## config.mk

```make
export PLATFORM = sky130hd
export DESIGN_NAME = arb_matrix_lru_ctrl
export DESIGN_NICKNAME = d
export VERILOG_FILES = /design/src/rtl/arb_pkg.sv /design/src/rtl/arb_matrix_upd.sv /design/src/rtl/arb_matrix_lru_ctrl.sv
export SDC_FILE = /design/constraint.sdc
export NUM_CORES = 1
export LEC_CHECK = 0
export ABC_AREA = 1
export BUFFER_PORTS_ARGS = -buffer_cell sky130_fd_sc_hd__buf_2
export CORE_MARGIN = 1.5
export CORE_UTILIZATION = 45
export DETAILED_ROUTE_END_ITERATION = 6
export PLACE_DENSITY = 0.74
export RECOVER_POWER = 100
export SLEW_MARGIN = 0
export SYNTH_ARGS = -nofsm -noshare
export SYNTH_HDL_FRONTEND = slang
export SYNTH_SLANG_ARGS = --single-unit
```

## constraint.sdc

```tcl
create_clock -name clk -period 5.16 [get_ports clk]
set_clock_uncertainty 0.15 [all_clocks]
set_input_delay 1.548 -clock clk [delete_from_list [all_inputs] [get_ports clk]]
set_output_delay 1.548 -clock clk [all_outputs]
set_load 0.01 [all_outputs]
```

## src/rtl/arb_pkg.sv

```systemverilog
// Shared types and helpers for matrix-based arbiters.
// Supports up to ARB_MAXW requesters.
package arb_pkg;

    localparam int ARB_MAXW  = 32;
    localparam int ARB_MAXIW = $clog2(ARB_MAXW);

    typedef enum logic {
        ARB_IDLE,
        ARB_LOCK
    } arb_lock_state_e;

    typedef logic [ARB_MAXW-1:0][ARB_MAXW-1:0] arb_mtx_t;

    // Fixed priority 0 > 1 > ... : j beats i iff j < i.
    function automatic arb_mtx_t arb_mtx_reset(input int width);
        arb_mtx_t m;
        m = '0;
        for (int i = 0; i < ARB_MAXW; i++) begin
            for (int j = 0; j < ARB_MAXW; j++) begin
                if (i < width && j < i) begin
                    m[i][j] = 1'b1;
                end
            end
        end
        return m;
    endfunction

    // OR-encode; exact for one-hot, zero for zero.
    function automatic logic [ARB_MAXIW-1:0] onehot2idx(
        input logic [ARB_MAXW-1:0] oh
    );
        logic [ARB_MAXIW-1:0] idx;
        idx = '0;
        for (int i = 0; i < ARB_MAXW; i++) begin
            if (oh[i]) begin
                idx = idx | ARB_MAXIW'(i);
            end
        end
        return idx;
    endfunction

endpackage

```

## src/rtl/arb_matrix_upd.sv

```systemverilog
// Next-state priority matrix: moves the winner to lowest
// priority while keeping the order of everyone else.
module arb_matrix_upd
    import arb_pkg::*;
#(
    parameter int WIDTH = 4
) (
    input  logic [WIDTH-1:0] mtx_i [WIDTH],
    input  logic [WIDTH-1:0] win_i,
    input  logic             en_i,
    output logic [WIDTH-1:0] mtx_o [WIDTH]
);

    // Winner row goes all-ones, winner column all-zeros.
    always_comb begin
        for (int i = 0; i < WIDTH; i++) begin
            mtx_o[i] = mtx_i[i];
            if (en_i) begin
                for (int j = 0; j < WIDTH; j++) begin
                    if (i == j) begin
                        mtx_o[i][j] = 1'b0;
                    end else if (win_i[i]) begin
                        mtx_o[i][j] = 1'b1;
                    end else if (win_i[j]) begin
                        mtx_o[i][j] = 1'b0;
                    end
                end
            end
        end
    end

endmodule

```

## src/rtl/arb_matrix_lru_ctrl.sv

```systemverilog
// Matrix arbiter with LRU rotation and locked multi-beat
// transfers, offering one grant per cycle on valid/ready.
module arb_matrix_lru_ctrl
    import arb_pkg::*;
#(
    parameter  int WIDTH = 4,
    localparam int IDXW  = $clog2(WIDTH)
) (
    input  logic             clk,
    input  logic             rst_n,
    input  logic [WIDTH-1:0] v_req,
    input  logic [WIDTH-1:0] v_req_last,
    output logic             out_vld,
    input  logic             out_rdy,
    output logic [WIDTH-1:0] out_grant,
    output logic [IDXW-1:0]  out_idx,
    output logic             out_lock,
    output logic [WIDTH-1:0] vv_matrix [WIDTH]
);

    localparam arb_mtx_t RST_MTX = arb_mtx_reset(WIDTH);

    arb_lock_state_e  state_q, state_d;
    logic [IDXW-1:0]  lock_idx_q, lock_idx_d;
    logic [WIDTH-1:0] mtx_q [WIDTH];
    logic [WIDTH-1:0] mtx_d [WIDTH];

    logic [WIDTH-1:0] sel;
    logic [WIDTH-1:0] lock_oh;
    logic [WIDTH-1:0] grant;
    logic [WIDTH-1:0] upd_win;
    logic             upd_en;
    logic             vld;
    logic             fire;

    // Requester i wins when no other active requester beats it.
    always_comb begin
        sel = '0;
        for (int i = 0; i < WIDTH; i++) begin
            sel[i] = v_req[i] & ~|(v_req & mtx_q[i]);
        end
    end

    assign lock_oh = WIDTH'(1) << lock_idx_q;

    // Grant, handshake and next state; reset forces outputs idle.
    always_comb begin
        state_d    = state_q;
        lock_idx_d = lock_idx_q;
        grant      = '0;
        vld        = 1'b0;
        fire       = 1'b0;
        upd_en     = 1'b0;
        upd_win    = '0;
        out_lock   = 1'b0;
        if (rst_n) begin
            unique case (state_q)
                ARB_IDLE: begin
                    grant = sel;
                    vld   = |v_req;
                    fire  = vld & out_rdy;
                    if (fire) begin
                        if (|(v_req_last & sel)) begin
                            upd_en  = 1'b1;
                            upd_win = sel;
                        end else begin
                            state_d    = ARB_LOCK;
                            lock_idx_d = IDXW'(onehot2idx(ARB_MAXW'(sel)));
                        end
                    end
                end
                ARB_LOCK: begin
                    out_lock = 1'b1;
                    vld      = v_req[lock_idx_q];
                    grant    = lock_oh & {WIDTH{vld}};
                    fire     = vld & out_rdy;
                    if (fire && v_req_last[lock_idx_q]) begin
                        upd_en  = 1'b1;
                        upd_win = lock_oh;
                        state_d = ARB_IDLE;
                    end
                end
                default: state_d = ARB_IDLE;
            endcase
        end
    end

    arb_matrix_upd #(
        .WIDTH (WIDTH)
    ) u_upd (
        .mtx_i (mtx_q),
        .win_i (upd_win),
        .en_i  (upd_en),
        .mtx_o (mtx_d)
    );

    // Control state register.
    always_ff @(posedge clk) begin
        if (!rst_n) begin
            state_q    <= ARB_IDLE;
            lock_idx_q <= '0;
        end else begin
            state_q    <= state_d;
            lock_idx_q <= lock_idx_d;
        end
    end

    // Priority matrix register.
    always_ff @(posedge clk) begin
        if (!rst_n) begin
            for (int i = 0; i < WIDTH; i++) begin
                mtx_q[i] <= RST_MTX[i][WIDTH-1:0];
            end
        end else begin
            mtx_q <= mtx_d;
        end
    end

    assign out_vld   = vld;
    assign out_grant = grant;
    assign out_idx   = IDXW'(onehot2idx(ARB_MAXW'(grant)));
    assign vv_matrix = mtx_q;

endmodule

```

Word level (Yosys, flattened, before mapping)
Index checks and enable logic that the tools add are counted.
W data, S select, Z words.
{ "word_totals": {"regBits": 15, "latchBits": 0, "ram_bits": 0, "rom_bits": 0, "in_bits": 11, "output_inout_bits": 24, "mem_count": 0} }
{ "op_classes": {"n_addsub": 0, "n_mul": 0, "n_div": 0, "n_lt_le_gt_ge": 1, "n_eq_ne": 0, "n_shift": 1, "mux": 46, "bitwise_logic": 14, "n_reduce_logical": 24} }
{ "op_table": {"columns": ["op", "n"], "rows": [
  ["$mux W1", 30],
  ["$reduce_or A4 Y1", 6],
  ["$and A4 B4 Y4", 5],
  ["$mux W4", 5],
  ["$pmux W4 S2", 2],
  ["$reduce_and A2 Y1", 6],
  ["$reduce_bool A2 Y1", 6],
  ["$mux W2", 4],
  ["$and A1 B1 Y1", 6],
  ["$pmux W1 S2", 3],
  ["$and A4 B3 Y4", 1],
  ["$bmux W1 S2", 2],
  ["$logic_not A1 Y1", 4],
  ["$shl A1 B2 Y4 const A", 1],
  ["$lt A2 B3 Y1 const B", 1],
  ["$reduce_and A3 Y1", 1],
  ["$not A1 Y1", 2],
  ["$logic_and A1 B1 Y1", 1]
]} }

Longest topological paths before layout
Gate-level depths: netlist (run 1).
{ "logic_depth": {"ltp_word": 12, "depth_mapped": 12, "mapped_depth_nobuf": 12} }

Hierarchy
Synthesis (run 1) repeated with hierarchy kept, for this count alone.
{ "hier_totals": {"hier_cells": 211, "hier_area_um2": 1276.2} }
{ "modules_own_cells": {"columns": ["module", "instances", "cells_each", "area_per_inst_um2", "seq_area_each_um2"], "rows": [
  ["arb_matrix_lru_ctrl", 1, 174, 1099.8, 380.4],
  ["arb_matrix_upd", 1, 37, 176.4, 0.0]
]} }

Worst setup path after synthesis (run 1)
No wires, ideal clock.
{ "synth_timing": {"path_kind": "in2out", "from": "input port v_req[0]", "to": "output port out_idx[0]", "arrival_ps": 2312, "required_time_ps": 3462, "setup_slack_ps": 1150, "cell_stages": 8, "path_cell_list": "nand2_1 -> nand2_1 -> nor2_2 -> nor2_8 -> inv_2 -> nor2_1 -> o21ai_1 -> o21ai_1"} }
{ "synth_via": {"elab_chain_cells": 9, "elab_cells_between_ends": 16} }
{ "synth_lines": {"columns": ["item", "line_no", "source"], "rows": [
  ["start, declared", "arb_matrix_lru_ctrl.sv:11", "input logic [WIDTH-1:0] v_req,"],
  ["$and A4 B4 Y4", "arb_matrix_lru_ctrl.sv:40", "sel[i] = v_req[i] & ~|(v_req & mtx_q[i]);"],
  ["$reduce_or A4 Y1", "arb_matrix_lru_ctrl.sv:40", null],
  ["$logic_not A1 Y1", "arb_matrix_lru_ctrl.sv:40", null],
  ["$and A1 B1 Y1", "arb_matrix_lru_ctrl.sv:40", null],
  ["$pmux W4 S2 *", "arb_matrix_lru_ctrl.sv:57", "unique case (state_q)"],
  ["$mux W4 *", "arb_matrix_lru_ctrl.sv:56", "if (rst_n) begin"],
  ["$mux W1", "arb_pkg.sv:36", "if (oh[i]) begin"],
  ["$mux W2", "arb_pkg.sv:36", null],
  ["$mux W2 *", "arb_pkg.sv:36", null],
  ["end, declared", "arb_matrix_lru_ctrl.sv:16", "output logic [IDXW-1:0] out_idx,"]
]} }
Every way passes the cells marked *; elsewhere a longest branch is shown, timed or not. The select of a mux whose other input is x is not followed.

Worst setup path after layout (run 1)
{ "layout_timing": {"from": "input port v_req[1]", "to": "output port out_idx[0]"} }
Same word-level chain as after synthesis.

==> flow_summary.ini, run 1 <==
[synthesis]
yosysSeqAreaShare = 0.3019
yosys.cell_types.count = 23
syn_area_per_cell_sq_um = 6.102
ys_warn_count = 0
netlist_area_sq_um = 994.7
synth-seq-cells = 15
synthCells = 163

[route]
remaining_drc_errors = 0
vias = 1156
viasPerCell = 5.231
wire_per_inst_microns = 12.14
firstDrtPassIters = 4
route.antenna.remaining_nets = 0
routed_wl_mm = 2.682
drt-initial-drc-count = 43

[placement]
gp_congestion = 0.8887
port_buffers = 30
hpwlAfterDp_mm = 2.106

[pwr]
combinationalPowerShare = 0.253
powerDensity_nw_per_um2 = 225.8
p_int_uw = 171.2
ir_worst_vdd_mv = 0.1573
swShare = 0.3376
pwr-share-seq = 0.486
p_switching_uw = 87.28
p_leak_uw = 0.0005870
clkPwrFrac = 0.261

[cts]
clock-sinks = 15
cts_tree = yes
insertion_delay_ns = 0.29
path_clk_slew_ns = 0.08
h-tree-depth = 1
ctsResizeCount = 0
root_buffer = clkbuf_4
cts_buffers = 3
cts_hold_buf = 0
clockBufferDepth = 2
post_cts_buffers = 0

[finish]
num_antenna_cells = 0
num-nets-final = 206
syn2layout_area_growth_pct = 15.09
fin_util = 0.5662
drive_gt1_frac = 0.1804

[critical_path]
path_class = input port to output pin
cp_max_fo = 8
timing.rr.end = vv_matrix[15]
reg2reg_depth = 10
slowest_delay_ns = 0.33
cp.arrival_ns = 3.00
cp_slowest_cell = nor2_1
r2r_setup_slack_ns = 3.24
crit_chain = clkbuf_1, nand2_1, nand2_1, nor2_1, nor2_8, inv_2, nor2_1, o21ai_0, o21ai_0, buf_2
critPathLaunchType = input port
cp.required_ns = 3.46
worst_setup_path_end_kind = output pin
r2r_start = lock_idx_q[0]

[die]
core-area_sq_um = 2022
die_h_microns = 50.02
die_area_sq_um = 2502
start_util = 0.4920
placementRows = 16
die_w_microns = 50.02
ioPinCount = 35

[min_path]
whs_endpoint = vv_matrix[1]
holdCritPathClass = flop to flop
hold_start = vv_matrix[1]
min_path_cells = 2

[global_routing]
grt_max_degree = 20
grt_pass1_vias = 1002
overflow = 0
grtUsageTotal = 0.2335
antenna_found_initial = 0
grt_pass1_wl_mm = 4.416

[sta]
maxSlewViolCount = 0
setup-tns-final_ns = 0
finalCriticalPeriod_ns = 4.695
final-hold-violation-count = 0
rsz0062_at_grt = no
fmax_mhz = 213.0
post-route-period-util = 0.9100
setup_violations = 0

[status]
status = completed

[flow_run]
maxCapViolCount = 0
==> cells in the mapped netlist <==
cell | instances | share of area
nor2_8 | 1 | 0.020
nor3_1 | 1 | 0.0050
buf_4 | 4 | 0.030
o31ai_1 | 1 | 0.0075
clkinv_1 | 1 | 0.0038
nor2_1 | 17 | 0.064
nor2_4 | 1 | 0.011
inv_2 | 8 | 0.030
buf_2 | 1 | 0.0050
dfxtp_1 | 15 | 0.30
nor3_2 | 1 | 0.010
nand2_2 | 2 | 0.013
conb_1 | 1 | 0.0038
nand3_1 | 7 | 0.035
nand2_1 | 63 | 0.24
nand3_2 | 4 | 0.040
a21oi_2 | 3 | 0.026
nor2_2 | 3 | 0.019
inv_1 | 7 | 0.026
o21ai_1 | 3 | 0.015
clkbuf_1 | 1 | 0.0038
o21ai_0 | 2 | 0.010
a21oi_1 | 16 | 0.081
==> cell usage in the layout, fill, tap and decap left out, drive strengths merged <==
cell type,n
a21oi,19
clkbuf,20
buf,14
nor3,2
nor2,22
o31ai,1
conb,4
o21ai,5
dfxtp,15
clkinv,2
inv,14
nand2,65
nand3,11
==> power groups by stage <==
stage,clock network (uW),logic (uW),registers [uW]
floorplan,0,47.0,129
global placement,0,67.0,128
detailed placement,0,67.4,128
CTS,68.7,67.7,126
global route,75.9,71.9,127
finish,67.5,65.3,126
==> metrics by stage <==
stage	cell area, sq um	setup slack [ns]	power, uW	std cells	hold slack, ns
2_1_floorplan	1006	1.150	176.0	166	0.3159
3_3_place_gp	1151	0.8598	195.1	217	0.3235
3_5_place_dp	1151	0.7658	195.7	217	0.3318
4_1_cts	1177	0.7664	262.0	221	0.3465
5_1_grt	1145	0.3485	274.6	221	0.3787
6_report	1145	0.4645	258.5	221	0.3479
==> how the worst max path moves through the flow <==
stage / from / endpoint / slack (ns) / cells past startpoint
global placement: v_req[0] / out_idx[1] / 0.86 / 10
global route: v_req[1] / out_idx[0] / 0.35 / 10
detailed placement: v_req[0] / out_idx[0] / 0.77 / 10
CTS: v_req[0] / out_idx[0] / 0.77 / 10
finish: v_req[1] / out_idx[0] / 0.46 / 10
floorplan: v_req[0] / out_idx[0] / 1.15 / 8
==> cell type report <==
class / count / area, sq um
Timing Repair Buffer: 30 / 130.1
Multi-Input combinational cell: 129 / 594.3
Fill cell: 224 / 877.1
Sequential cell: 15 / 300.3
Clock buffer: 4 / 26.28
Inverter: 16 / 60.06
Tap cell: 27 / 33.78
==> worst max-delay path, delay by kind of cell <==
family,cells,cell delay (ns)
AO/OA/AOI/OAI,2,0.42
AND/OR/NAND/NOR,5,0.62
buffers and inverters,3,0.41
==> layer usage <==
metal  vias up  track usage  part of all wire
met5         -            0                 0
met4         0       0.1250             0.025
met3         7      0.04242             0.082
met2        64       0.3618              0.44
met1       516       0.3041              0.45
li1        569            -                 -
==> flip-flops by register name, indices dropped and copies added, names as in the netlist <==
name,cells
vv_matrix,12
lock_idx_q,2
state_q,1
==> kinds of logic after synthesis <==
| group | after synthesis | synth area share |
|---|---|---|
| AND/OR/NAND/NOR | 100 | 0.4553 |
| AO/OA/AOI/OAI | 25 | 0.1396 |
| buffers and inverters | 22 | 0.09937 |
| flip-flops | 15 | 0.3019 |
| other | 1 | 0.003770 |
Note: power is estimated with default switching activity, not from simulation.
==> run 2, diff against run 1 <==
ABC_AREA = unset   (was 1)
PLACE_DENSITY = 0.75   (was 0.74)
SKIP_LAST_GASP = 1   (was unset)
==> run 2 against run 1 <==
  * Routed wire length is 12% lower
  * Cell area is 7.7% lower
  * Critical endpoint is now out_idx[1]
  * Via count down 16%
  * Worst hold slack lost 0.0043 ns
==> flow_summary.ini, run 2 <==
[critical_path]
path_class = input port to output pin
slowest_delay_ns = 0.34
cp_max_fo = 8
critPathLaunchType = input port
cp.required_ns = 3.46
cp_slowest_cell = a22oi_1
cp_common_cell = clkbuf_1
cp.buffers_inverters = 2
worst_setup_path_end_kind = output pin
crit_chain = clkbuf_1, a22oi_1, nand3_1, o21ai_0, and2_0, nand2b_1, clkbuf_1
cp_top_family = compound AO/OA/AOI/OAI gates
cp.arrival_ns = 2.76

[cts]
clockBufferDepth = 2
cts_buffers = 3
clock-sinks = 15
cts_tree = yes
path_clk_slew_ns = 0.09
post_cts_buffers = 0
cts_hold_buf = 0
root_buffer = clkbuf_4
h-tree-depth = 1
ctsResizeCount = 0
insertion_delay_ns = 0.29

[synthesis]
synthCells = 110
ys_warn_count = 0
syn_area_per_cell_sq_um = 8.690
synth-main-ff-cell = dfxtp_1
yosys.cell_types.count = 39
synth.largest_area_cell = dfxtp_1
synth_top_area_frac = 0.3141
yosysMostFrequentCell = dfxtp_1
yosysSeqAreaShare = 0.3141
ys_async_sr_fraction = 0
netlist_area_sq_um = 955.9
synth_edf_count = 0
synthTopCellsByCount = dfxtp_1 (15), nand2_1 (8), inv_1 (6), nand3_1 (6)
synth-seq-cells = 15
synth_area_leaders = dfxtp_1 (31%), mux4_2 (4.7%), nand4_1 (3.3%)

[route]
firstDrtPassIters = 4
viasPerCell = 5.896
vias = 967
wire_per_inst_microns = 14.35
route.antenna.remaining_nets = 0
routed_wl_mm = 2.354
drt-initial-drc-count = 34
remaining_drc_errors = 0

[global_routing]
grt_pass1_vias = 835
grt_max_degree = 11
grtUsageTotal = 0.2062
use_met2 = 0.3356
antenna_found_initial = 0
grt.met3_usage = 0.02761
overflow = 0
grt_pass1_wl_mm = 3.905
top_usage_layer = met2
grt_use_met1 = 0.2654

[die]
die_w_microns = 49.09
core-area_sq_um = 1982
die_h_microns = 49.09
placementRows = 16
ioPinCount = 35
start_util = 0.4823
die_area_sq_um = 2410

[sta]
fmax_mhz = 224.5
setup-tns-final_ns = 0
post-route-period-util = 0.8632
finalCriticalPeriod_ns = 4.454
tightestPinTransition_ns = 0.5666
setup_violations = 0
maxSlewViolCount = 0
final-hold-violation-count = 0
maxSlewHeadroom = 0.6173
rsz0062_at_grt = no

[finish]
final_cell_mix = clkbuf_1 (21), dfxtp_1 (15), buf_2 (10)
num-nets-final = 149
syn2layout_area_growth_pct = 10.60
final_common_cell = clkbuf_1
num_antenna_cells = 0
largest_register_ffs = 12
fin_util = 0.5335
drive_gt1_frac = 0.1460

[pwr]
ir_worst_vdd_mv = 0.1727
powerDensity_nw_per_um2 = 257.1
p_leak_uw = 0.0004498

[placement]
hpwlAfterDp_mm = 1.814
gp_congestion = 0.8687
port_buffers = 30

[min_path]
holdCritPathClass = flop to flop

[status]
status = completed

[flow_run]
maxCapViolCount = 0
==> run 2: cell count changes after synthesis, sizes merged, moves of 3 or more <==
cell	delta
a21bo	+3
a21oi	-13
a22oi	+4
and3	+3
and4	+3
inv	-9
mux2i	+3
nand2	-57
nand3	-5
nand4	+5
nor2	-17
o2bb2ai	+3
==> run 2: final cells by class <==
type                       instances  area, sq um
clock buffer                       4        26.28
fill                             212        924.6
inverter                           7        26.28
multi-input combinational         81        545.5
sequential                        15        300.3
tap                               27        33.78
timing repair buffer              30        125.1
==> run 2: power breakdown <==
part | switching, uW | total, uW | internal, uW
clock | 38.3 | 68.4 | 30.1
combinational | 40.5 | 69.3 | 28.7
sequential | 10.0 | 134 | 124
total | 88.9 | 272 | 183
==> run 2: logic make-up (layout without fill, tap and decap cells) <==
group / after synthesis / in the layout / share of synthesized area
flip-flops: 15 / 15 / 0.3141
AND/OR/NAND/NOR: 42 / 42 / 0.2552
buffers and inverters: 17 / 41 / 0.09293
AO/OA/AOI/OAI: 30 / 30 / 0.2553
other: 1 / 4 / 0.003923
multiplexers: 5 / 5 / 0.07853
==> run 2: path summary, 6_finish.rpt <==
path                 from       endpoint  slack [ns]  depth (start not counted)
min reg2reg  vv_matrix[7]   vv_matrix[7]        0.34                          1
max              v_req[0]     out_idx[1]        0.71                          7
min          vv_matrix[7]   vv_matrix[7]        0.34                          1
max reg2reg       state_q  vv_matrix[15]        2.98                          4
==> run 2: layer usage <==
| metal | wire (microns) | vias up |
|---|---|---|
| met1 | 1038 | 449 |
| met5 | 0 | - |
| met2 | 1071 | 52 |
| met3 | 194 | 7 |
| met4 | 49 | 0 |
| li1 | - | 459 |
==> run 2: metrics by stage <==
step	power, uW	hold WS [ns]	worst slack (ns)	std cells	area [sq um]
2_1_floorplan	190.2	0.3482	0.8913	113	967.2
3_3_place_gp	210.1	0.3264	0.7953	160	1089
3_5_place_dp	211.0	0.3300	0.7821	160	1089
4_1_cts	277.3	0.3457	0.7808	164	1115
5_1_grt	288.6	0.3820	0.5745	164	1057
6_report	271.8	0.3436	0.7060	164	1057
==> run 3, diff against run 2 <==
CORE_MARGIN = unset   (was 1.5)
CORE_UTILIZATION = 43   (was 45)
clock period = 3.8 ns   (was 5.16 ns; I/O delays follow)
==> run 3 against run 2 <==
  * Global-route usage fell by 0.28 points
  * Sequential share of layout area fell by 0.13 points
  * Combinational power rose by 36%
  * First-iteration DRC count rose by 12%
  * Die area up 0.24%
  * Sequential power grew 36%
  * Sequential cell count did not move
  * Register-to-register slack got worse by 1.4 ns
  * Clock-buffer cell count decreased by 1
  * Cell area grew 0.47%
  * Worst hold slack gained 0.0045 ns
  * Largest power group unchanged
==> flow_summary.ini, run 3 (synthesis results as in run 2) <==
[critical_path]
path_class = input port to output pin
critPathLaunchType = input port
cp.arrival_ns = 2.33
cp_max_fo = 9
r2r_setup_slack_ns = 1.56
worst_setup_path_end_kind = output pin
timing.rr.end = vv_matrix[15]
reg2reg_depth = 4
r2r_start = state_q
cp.required_ns = 2.51

[cts]
root_buffer = clkbuf_4
path_clk_slew_ns = 0.10
cts_buffers = 3
clock-sinks = 15
cts_hold_buf = 0
clockBufferDepth = 2
h-tree-depth = 1
post_cts_buffers = 0
insertion_delay_ns = 0.29
cts_tree = yes
ctsResizeCount = 0

[die]
die_h_microns = 49.15
die_area_sq_um = 2416
ioPinCount = 35
start_util = 0.4728
core-area_sq_um = 2022
placementRows = 16
die_w_microns = 49.15

[route]
firstDrtPassIters = 4
route.antenna.remaining_nets = 0
vias = 953
viasPerCell = 5.811
remaining_drc_errors = 0
routed_wl_mm = 2.348
drt-initial-drc-count = 38
wire_per_inst_microns = 14.32

[sta]
final-hold-violation-count = 0
tightestPinTransition_ns = 0.6675
finalCriticalPeriod_ns = 3.621
fmax_mhz = 276.1
setup-tns-final_ns = 0
rsz0062_at_grt = no
post-route-period-util = 0.9530
maxSlewHeadroom = 0.5491
maxSlewViolCount = 0
setup_violations = 0
holdWs_ns = 0.3481
layout_setup_ws_ns = 0.1787

[global_routing]
grt_pass1_wl_mm = 3.884
overflow = 0
grt_pass1_vias = 866
grt_max_degree = 11
antenna_found_initial = 0
grtUsageTotal = 0.2034

[placement]
port_buffers = 30
gp_congestion = 0.8602
dpl.cell_count = 160
pre_cts_ws_ns = 0.2242
hpwlAfterDp_mm = 1.796

[pwr]
p_leak_uw = 0.0004529
swShare = 0.3397
powerDensity_nw_per_um2 = 353.2
p_int_uw = 247.7
pwr-share-seq = 0.486
clkPwrFrac = 0.262
ir_worst_vdd_mv = 0.3192
p_switching_uw = 127.4
combinationalPowerShare = 0.252

[min_path]
whs_endpoint = vv_matrix[7]
holdCritPathClass = flop to flop
hold_start = vv_matrix[7]
min_path_cells = 1

[status]
status = completed

[finish]
syn2layout_area_growth_pct = 11.13
drive_gt1_frac = 0.1606
largest_register_ffs = 12
num_antenna_cells = 0
fill_cells = 217
fin_cells = 164
final_cell_mix = clkbuf_1 (19), dfxtp_1 (15), buf_2 (10)
final_common_cell = clkbuf_1
num-nets-final = 149

[flow_run]
maxCapViolCount = 0
## run 3: final cells by class
cell class,instances,area (sq um),area share
multi-input cells,81,545.5,0.5135
flip-flops and latches,15,300.3,0.2827
clock buffers,3,22.52,0.02120
clock inverters,1,7.507,0.007067
repair buffers,30,126.4,0.1190
well taps,27,33.78,0.03180
inverters,7,26.28,0.02473
## run 3: worst max path at each step
stage              from  slack, ns  cells past startpoint    endpoint
2_1_floorplan  v_req[2]       0.35                      6  out_idx[0]
3_3_place_gp   v_req[2]       0.25                      7  out_idx[0]
3_5_place_dp   v_req[2]       0.22                      7  out_idx[0]
4_1_cts        v_req[2]       0.22                      7  out_idx[0]
5_1_grt        v_req[0]       0.06                      7  out_idx[1]
6_report       v_req[2]       0.18                      7  out_idx[0]
## run 3: worst max-delay path: stages
cell and delay (ns):
clkbuf_2 0.16, a22oi_1 0.30, and3_1 0.27, mux2i_1 0.10
nor2_1 0.12, nand2b_1 0.12, buf_2 0.12
## run 3: metal layers
| metal | vias to the layer above | share of wire | GRT usage |
|---|---|---|---|
| met3 | 2 | 0.070 | 0.03738 |
| li1 | 452 | - | - |
| met4 | 0 | 0.0043 | 0.06863 |
| met1 | 452 | 0.46 | 0.2794 |
| met5 | - | 0 | 0 |
| met2 | 47 | 0.47 | 0.3174 |
## run 3: power groups by stage
stage          Sequential (uW)  Clock (uW)  Combinational (uW)
6_report                   182        98.3                94.5
5_1_grt                    185         108                 104
4_1_cts                    182        98.1                 101
3_5_place_dp               186           0                 101
3_3_place_gp               186           0                98.9
2_1_floorplan              183           0                75.5
## run 3: metrics by stage
stage | utilization | power, uW | instance area [sq um]
detailed placement | 0.5384 | 287.0 | 1089
CTS | 0.5532 | 381.6 | 1119
floorplan | - | 258.3 | 967.2
global route | 0.5254 | 397.5 | 1062
finish | 0.5254 | 375.2 | 1062
global placement | 0.5384 | 284.6 | 1089
